$ cat config.mk
export PLATFORM = sky130hd
export DESIGN_NAME = dmem_port
export DESIGN_NICKNAME = d
export VERILOG_FILES = /design/src/rtl/dmem_port.sv
export SDC_FILE = /design/constraint.sdc
export NUM_CORES = 1
export LEC_CHECK = 0
export BUFFER_PORTS_ARGS = -buffer_cell sky130_fd_sc_hd__buf_4
export CORE_AREA = 5 5 140 115
export DETAILED_ROUTE_END_ITERATION = 16
export DIE_AREA = 0 0 145 120
export PLACE_DENSITY_LB_ADDON = 0.12
export SYNTH_ARGS = -nofsm -noshare
export SYNTH_HDL_FRONTEND = slang
export SYNTH_SLANG_ARGS = --single-unit
$ cat constraint.sdc
create_clock -name clk -period 3.3 [get_ports clk]
set_clock_uncertainty 0.05 [all_clocks]
set_input_delay 0.66 -clock clk [delete_from_list [all_inputs] [get_ports clk]]
set_output_delay 0.66 -clock clk [all_outputs]
set_load 0.05 [all_outputs]
$ cat src/rtl/dmem_port.sv
// MEM-stage data-memory port: turns load/store control into a held d-cache request,
// shifts store data into byte lanes and sign/zero-extends returned load data.
module dmem_port #(
    parameter int unsigned TIMEOUT = 0
) (
    input  logic        clk,
    input  logic        rst,
    input  logic        req_read,
    input  logic        req_write,
    input  logic [2:0]  funct3,
    input  logic [31:0] addr,
    input  logic [31:0] wdata,
    output logic        stall,
    output logic [31:0] rdata,
    output logic        done,
    output logic        misaligned,
    output logic        timeout_err,
    output logic        dmem_read,
    output logic        dmem_write,
    output logic [31:0] dmem_address,
    output logic [31:0] dmem_wdata,
    output logic [3:0]  dmem_mbe,
    input  logic [31:0] dmem_rdata,
    input  logic        dmem_resp,
    output logic [1:0]  dbg_state
);

    typedef enum logic [1:0] {
        IDLE = 2'd0,
        BUSY = 2'd1,
        DONE = 2'd2
    } state_t;

    localparam logic [1:0] SZ_BYTE = 2'd0;
    localparam logic [1:0] SZ_HALF = 2'd1;
    localparam logic [1:0] SZ_WORD = 2'd2;

    // Handshake: a request is presented on dmem_read/dmem_write from the cycle after
    // acceptance and held until the single-cycle dmem_resp; the cache may respond in
    // any BUSY cycle, and a response outside BUSY is ignored.

    state_t      state, state_nxt;
    logic [31:0] addr_q;
    logic [31:0] wdata_q;
    logic [2:0]  f3_q;
    logic        wr_q;
    logic [1:0]  size_q;
    logic [31:0] rdata_q;
    logic [31:0] cnt_q;

    logic        req_any;
    logic [1:0]  size_in;
    logic        mis;
    logic        accept;
    logic        timeout_hit;
    logic [31:0] load_val;
    logic [3:0]  be;

    // Stores treat every funct3 other than sb/sh as a word; loads decode size from
    // funct3[1:0] so lbu/lhu map onto byte/half.
    function automatic logic [1:0] access_size(input logic is_wr, input logic [2:0] f3);
        logic [1:0] sz;
        if (is_wr) begin
            sz = (f3 == 3'b000) ? SZ_BYTE : (f3 == 3'b001) ? SZ_HALF : SZ_WORD;
        end else begin
            sz = (f3[1:0] == 2'b00) ? SZ_BYTE : (f3[1:0] == 2'b01) ? SZ_HALF : SZ_WORD;
        end
        return sz;
    endfunction

    function automatic logic [31:0] load_format(input logic [31:0] raw, input logic [1:0] off,
                                                input logic [2:0] f3);
        logic [31:0] s;
        logic [31:0] v;
        s = raw >> {off, 3'b000};
        case (f3)
            3'b000:  v = {{24{s[7]}}, s[7:0]};
            3'b001:  v = {{16{s[15]}}, s[15:0]};
            3'b100:  v = {24'd0, s[7:0]};
            3'b101:  v = {16'd0, s[15:0]};
            default: v = s;
        endcase
        return v;
    endfunction

    assign req_any = req_read | req_write;
    assign size_in = access_size(req_write, funct3);

    always_comb begin
        mis = 1'b0;
        if (size_in == SZ_WORD && addr[1:0] != 2'b00) mis = 1'b1;
        if (size_in == SZ_HALF && addr[0]) mis = 1'b1;
    end

    assign accept      = (state == IDLE) && req_any && !mis;
    assign timeout_hit = (TIMEOUT != 0) && (state == BUSY) && !dmem_resp &&
                         ((cnt_q + 32'd1) == TIMEOUT);
    assign load_val    = load_format(dmem_rdata, addr_q[1:0], f3_q);

    always_ff @(posedge clk) begin
        if (rst) begin
            state   <= IDLE;
            addr_q  <= '0;
            wdata_q <= '0;
            f3_q    <= '0;
            wr_q    <= 1'b0;
            size_q  <= SZ_BYTE;
            rdata_q <= '0;
            cnt_q   <= '0;
        end else begin
            state <= state_nxt;
            if (accept) begin
                addr_q  <= addr;
                wdata_q <= wdata;
                f3_q    <= funct3;
                wr_q    <= req_write;
                size_q  <= size_in;
            end
            if (state == BUSY) begin
                cnt_q <= cnt_q + 32'd1;
                if (dmem_resp) begin
                    rdata_q <= load_val;
                end else if (timeout_hit) begin
                    rdata_q <= '0;
                end
            end else begin
                cnt_q <= '0;
            end
        end
    end

    always_comb begin
        state_nxt   = state;
        stall       = 1'b0;
        done        = 1'b0;
        misaligned  = 1'b0;
        timeout_err = 1'b0;
        case (state)
            IDLE: begin
                if (req_any) begin
                    if (mis) begin
                        misaligned = 1'b1;
                    end else begin
                        stall     = 1'b1;
                        state_nxt = BUSY;
                    end
                end
            end
            BUSY: begin
                stall = 1'b1;
                if (dmem_resp) begin
                    state_nxt = DONE;
                end else if (timeout_hit) begin
                    timeout_err = 1'b1;
                    state_nxt   = DONE;
                end
            end
            DONE: begin
                done      = 1'b1;
                state_nxt = IDLE;
            end
            default: state_nxt = IDLE;
        endcase
    end

    // Byte enables come from the captured size/offset so the cache sees stable lanes.
    always_comb begin
        be = 4'b1111;
        case (size_q)
            SZ_BYTE: be = 4'b0001 << addr_q[1:0];
            SZ_HALF: be = 4'b0011 << addr_q[1:0];
            default: be = 4'b1111;
        endcase
    end

    assign dmem_read    = (state == BUSY) && !wr_q && !rst;
    assign dmem_write   = (state == BUSY) && wr_q && !rst;
    assign dmem_address = {addr_q[31:2], 2'b00};
    assign dmem_wdata   = wdata_q << {addr_q[1:0], 3'b000};
    assign dmem_mbe     = wr_q ? be : 4'b0000;
    assign rdata        = rdata_q;
    assign dbg_state    = state;

endmodule

[After elaboration in Yosys (flattened, before gate mapping)]
Index checks and enable logic that the tools add are counted.
Word-level totals
  output and inout bits: 108
  register bits after elaboration: 104
Cells by class
  eq/ne operators: 13
  multiplexer cells: 21
  reductions and logical operators: 19
  bitwise operators: 1
  shifts and indexed selects: 4
Operator list (number)
  one-hot mux 32 bit (4 select lines): 1
  left shift 32 x 5 -> 32 bit: 1
  >> shifter 32 x 5 -> 32 bit: 1
  two-way mux 2 bit: 8
  == test 2 x 1 -> 1 bit (second input constant): 4
  logical AND 1 bit: 8
  two-way mux 1 bit: 8
  one-hot mux 4 bit (2 select lines): 1
  == test 3 x 1 -> 1 bit (second input constant): 2
  == test 3 bit (second input constant): 2
  zero test 2 bit: 3
  zero test 3 bit: 2
  != test 2 bit (second input constant): 3
  == test 2 bit (second input constant): 2
  two-way mux 4 bit: 1
  one-hot mux 2 bit (2 select lines): 1
  left shift 1 x 2 -> 4 bit (first input constant): 1
  left shift 2 x 2 -> 4 bit (first input constant): 1
  zero test 1 bit: 3
  AND reduction 3 bit: 1
  one-hot mux 1 bit (2 select lines): 1
  AND reduction 2 bit: 1
  nonzero test 2 bit: 1
  OR 1 bit: 1

[Longest topological paths before layout]
  word-level depth: 11
  gate-level depth with buffers: 7
  depth with buffers taken out: 4

[Least setup slack after synthesis]
No wires, ideal clock.
  path type: input to output
  start point: input port rst
  end point: output port dmem_read
  arrival time: 2.674 ns
  cell stages on the path: 3
  data required time: 2.590 ns
  path slack: -0.084 ns
  cell sequence: clkbuf_1 -> clkbuf_1 -> nor4b_1
Between the ends
  cells in the longest elaborated chain, start to end: 2
RTL lines
  start, declared: line 7  | input logic rst,
  zero test 1 bit: line 176  | assign dmem_read = (state == BUSY) && !wr_q && !rst;
  logical AND 1 bit: line 176
  end, declared: line 18  | output logic dmem_read,
Every way passes these cells.

[Worst setup path after layout]
  start point: register addr_q[1]
  end point: output port dmem_wdata[19]
Between the ends
  cells in the longest elaborated chain, start to end: 1
RTL lines
  start, declared: line 43  | logic [31:0] addr_q;
  start signal, assigned: line 113  | addr_q <= addr;
  left shift 32 x 5 -> 32 bit: line 179  | assign dmem_wdata = wdata_q << {addr_q[1:0], 3'b000};
  end, declared: line 21  | output logic [31:0] dmem_wdata,
Every way passes these cells.

==> results.md <==
- Top library cells by usage in the layout, fill and taps aside: 222 x sky130_fd_sc_hd__buf_4, 102 x sky130_fd_sc_hd__dfxtp_1, 67 x sky130_fd_sc_hd__nand2b_1, 66 x sky130_fd_sc_hd__nand4b_1, 46 x sky130_fd_sc_hd__a21oi_1
- Most instantiated flip-flop cell in the synthesis netlist: sky130_fd_sc_hd__dfxtp_1
- Minimum setup slack in the final design: roughly 0.42 ns
- Starting DRT DRC Count: 420
- Cell types with the largest area share after synthesis: sky130_fd_sc_hd__dfxtp_1 37%, sky130_fd_sc_hd__nand4b_1 10%, sky130_fd_sc_hd__nand2b_1 7.4%, sky130_fd_sc_hd__mux2i_1 5.8%, sky130_fd_sc_hd__buf_4 4.9%
- TritonCTS clock tree: built
- Detailed-routing iteration count for the pre-antenna-repair pass: 5
- Min-Delay Path Class: flip-flop to flip-flop
- Ant diodes: 0
- Clock group share of total power: between 30% and 40%
- Quantity of hold-fixing buffers added after cts: 0
- Top-area cell type share of the netlist area: 36.57%
- Number of ports placed on the die boundary: 212
- Pwr Total: between 0.003 and 0.004 W
- Final hold slack: 0.4147 ns
- Number of levels in the clock H-tree: 3
- Critical R2R Capture: rdata[12]$_SDFFE_PP0P_
- Proportion of register bits with asynchronous set or reset after synthesis: 0%
- Number of hold violations in the final report: 0
- Comb pwr share: roughly 28%
- Starting density of the core: about two fifths
- Switching portion of total power: roughly a third
- Critical path's largest stage delay: 0.65 ns
- Number of enable-type register cells in the synthesized netlist: 0
- Post-DP HPWL: between 10,000 and 15,000 um
- Classification of the worst setup path: flip-flop to output pin
- PwrDens: a little under 500 nW/um^2
- Top delay family on crit path: simple AND/OR/NAND/NOR gates
- # setup viols final: 0
- Final Net Count: 912
- Library cell appearing most often on the critical path: sky130_fd_sc_hd__buf_4
- Most common cell after layout, fill and taps aside: sky130_fd_sc_hd__buf_4
- Fraction of the cycle the final worst path needs: between 80% and 90%
- Mapped Area: 5693 sq um
- Warnings, synthesis: 0
- Clock root cell: sky130_fd_sc_hd__clkbuf_16
- Net switching component of the power: 0.001208 W
- Run status: finished clean
- Drt via density: between 5 and 6
- Reg-to-Reg Start: addr_q[0]$_SDFFE_PP0P_
- Cell-by-cell trace of the critical path: nor2b_1 -> buf_4 -> nand2_1 -> o21ai_0 -> buf_4
- Rows: 40
- Final critical path time including I/O delays and setup: approximately 2.9 ns
- Clock buffer count from CTS: 9
- Cell-internal power: around 0.0023 W
- Synthesized area per cell: around 8.5 sq um
- Count of cell types in the netlist: between 40 and 50
- Worst-path fanout max: 20
- Critical Path Sink Type: output pin
- Routability congestion estimate from global placement: roughly 0.95
- Area of the die: approximately 17,000 sq um
- Startpoint of the tightest hold check path: rdata[1]$_SDFFE_PP0P_
- MaxCap Viol Count: 0
- Antenna violations before repair: 0
- Cell with the largest stage delay on the worst path: sky130_fd_sc_hd__nor2b_1
- Nature of the critical path startpoint: flip-flop
- Routed length per placed instance: 18.19 um
- Maximum number of pins on one net before global-route repair: 70
- Area of the core region: about 15,000 sq um
- LEAKAGE: 2.949 nW
- Global router's overall resource usage: around 20%
- Post-layout util: between 50 and 60%
- Worst slew margin relative to its limit: between 40% and 50%
- Residual DRC count: 0
- Endpoint of the worst hold path: rdata[1]$_SDFFE_PP0P_
- Chip height: approximately 120 um
- Accumulated negative setup slack: 0 ns
- Count of mapped cells out of synthesis: just under 700
- Transition time at the pin with the least slew margin: ~0.75 ns
- Worst path arrival time: between 2 and 2.5 ns
- Latest clock arrival within the worst-skew pair: around 0.35 ns
- CTS Buffer Depth: 2
- Layout cell share with drive strength beyond 1: 31.69%
- Number of resized instances in the post-cts repair step: 0
- Number of nets with antenna violations after routing: 0
- Worst reg-to-reg setup slack: ~1.1 ns
- Cell depth of the worst flop-to-flop path: 5
- Cell count of the worst hold path: 2
- Share of total power in sequential cells: around two fifths
- Share of synthesized area occupied by flip-flops and latches: between 30% and 40%
- Gr ovfl total: 0
- Area overhead of the layout relative to synthesis: 29.93%
- Place WS: about 0.8 ns
- Setup repair after global routing missed its margin: no
- Final Slew Violations: 0
- IO Port Bufs: roughly 210
- Buffers & Inverters on Critical Path: 2
- Clock transition time at the flip-flop clock pins of the worst setup and hold paths: roughly 0.07 ns
- Vias: 5,380
- Flop and latch count out of synthesis: about 100
- Worst IR drop on VDD: between 0.0002 and 0.0003 V
- Die width: 145 um
- Number of post-CTS setup repair buffers: 0
- Global-route wire length before repair: around 29,000 um
- Max Clk Rate: between 300 and 400 MHz
- Vias in the first global route: a little over 5,000
- Wire length after detailed routing: 18,190 um
- Cell accounting for the most synthesized area: sky130_fd_sc_hd__dfxtp_1
- TritonCTS Sinks: between 100 and 150
- Required time at the endpoint of the critical path: ~2.6 ns
-- worst max-delay path by stage --
stage / depth (start not counted) / to / slack [ns] / from
2_1_floorplan: 3 / dmem_write / 0.03 / rst
3_3_place_gp: 5 / dmem_wdata[22] / 0.83 / addr_q[1]$_SDFFE_PP0P_
3_5_place_dp: 5 / dmem_wdata[19] / 0.82 / addr_q[1]$_SDFFE_PP0P_
4_1_cts: 5 / dmem_wdata[19] / 0.41 / addr_q[1]$_SDFFE_PP0P_
5_1_grt: 5 / dmem_wdata[16] / 0.29 / addr_q[1]$_SDFFE_PP0P_
6_report: 5 / dmem_wdata[19] / 0.42 / addr_q[1]$_SDFFE_PP0P_
-- cell usage after synthesis, types with 2 or more instances --
library cell and instances:
sky130_fd_sc_hd__nand4b_1 66, sky130_fd_sc_hd__buf_6 3, sky130_fd_sc_hd__nand3b_1 2, sky130_fd_sc_hd__nor2b_1 15, sky130_fd_sc_hd__and2_1 9, sky130_fd_sc_hd__o2bb2ai_1 7, sky130_fd_sc_hd__clkbuf_1 35, sky130_fd_sc_hd__nand2_1 27
sky130_fd_sc_hd__nor3_1 9, sky130_fd_sc_hd__mux2_2 9, sky130_fd_sc_hd__a211oi_1 27, sky130_fd_sc_hd__o21ai_0 45, sky130_fd_sc_hd__o21ai_1 30, sky130_fd_sc_hd__o21a_1 3, sky130_fd_sc_hd__buf_4 37, sky130_fd_sc_hd__dfxtp_1 104
sky130_fd_sc_hd__buf_1 6, sky130_fd_sc_hd__nand2b_1 67, sky130_fd_sc_hd__a21o_1 2, sky130_fd_sc_hd__buf_2 18, sky130_fd_sc_hd__o211ai_1 8, sky130_fd_sc_hd__inv_1 3, sky130_fd_sc_hd__a21oi_1 46, sky130_fd_sc_hd__clkbuf_2 3
sky130_fd_sc_hd__a311oi_1 2, sky130_fd_sc_hd__mux2i_1 33, sky130_fd_sc_hd__nor2_1 42
-- flip-flops by register name (all words and copies together) (netlist names) --
name,count
wr_q,1
wdata_q,32
dbg_state,2
size_q,2
rdata,32
addr_q,32
f3_q,3
-- layout make-up --
cell class	instances	area (sq um)
inverters	3	11.26
clock buffers	9	225.2
repair buffers	224	1707
clock inverters	5	83.83
flip-flops and latches	104	2085
multi-input cells	466	3049
fillers	1405	7267
well taps	189	236.5
-- logic make-up after synthesis --
family	after synthesis	share of synthesized area (%)
and+or+nand+nor	244	26.77
AOI/OAI and AO/OA	176	18.40
buffers and inverters	105	10.22
DFF	104	36.57
muxes	43	7.978
other	1	0.06587
-- metrics by stage --
stage	instances	cell area (sq um)
after floorplan	675	5707
after global placement	986	7088
after detailed placement	986	7088
after CTS	1000	7397
after global routing	1000	7397
final	1000	7397
-- worst min-delay path, cell delays in order, from the launching register on --
cell and delay, ns:
sky130_fd_sc_hd__dfxtp_1 0.31, sky130_fd_sc_hd__nand2_1 0.05, sky130_fd_sc_hd__a21oi_1 0.06
-- metal layers --
metal | vias up | wire length, um | GRT usage (%)
met5 | - | 0 | 0
met4 | 0 | 422 | 6.588
met3 | 28 | 1429 | 6.908
met2 | 200 | 7935 | 28.77
met1 | 2528 | 8399 | 27.80
li1 | 2624 | - | -
-- power groups by stage --
stage | sequential, W | combinational [W] | clock, W
after floorplan | 0.00148 | 0.000643 | 0
after global placement | 0.00143 | 0.000999 | 0
after detailed placement | 0.00143 | 0.00101 | 0
after CTS | 0.00140 | 0.00101 | 0.00117
after global routing | 0.00141 | 0.00108 | 0.00122
final | 0.00140 | 0.00101 | 0.00114
Note: power is estimated with default switching activity, not from simulation.
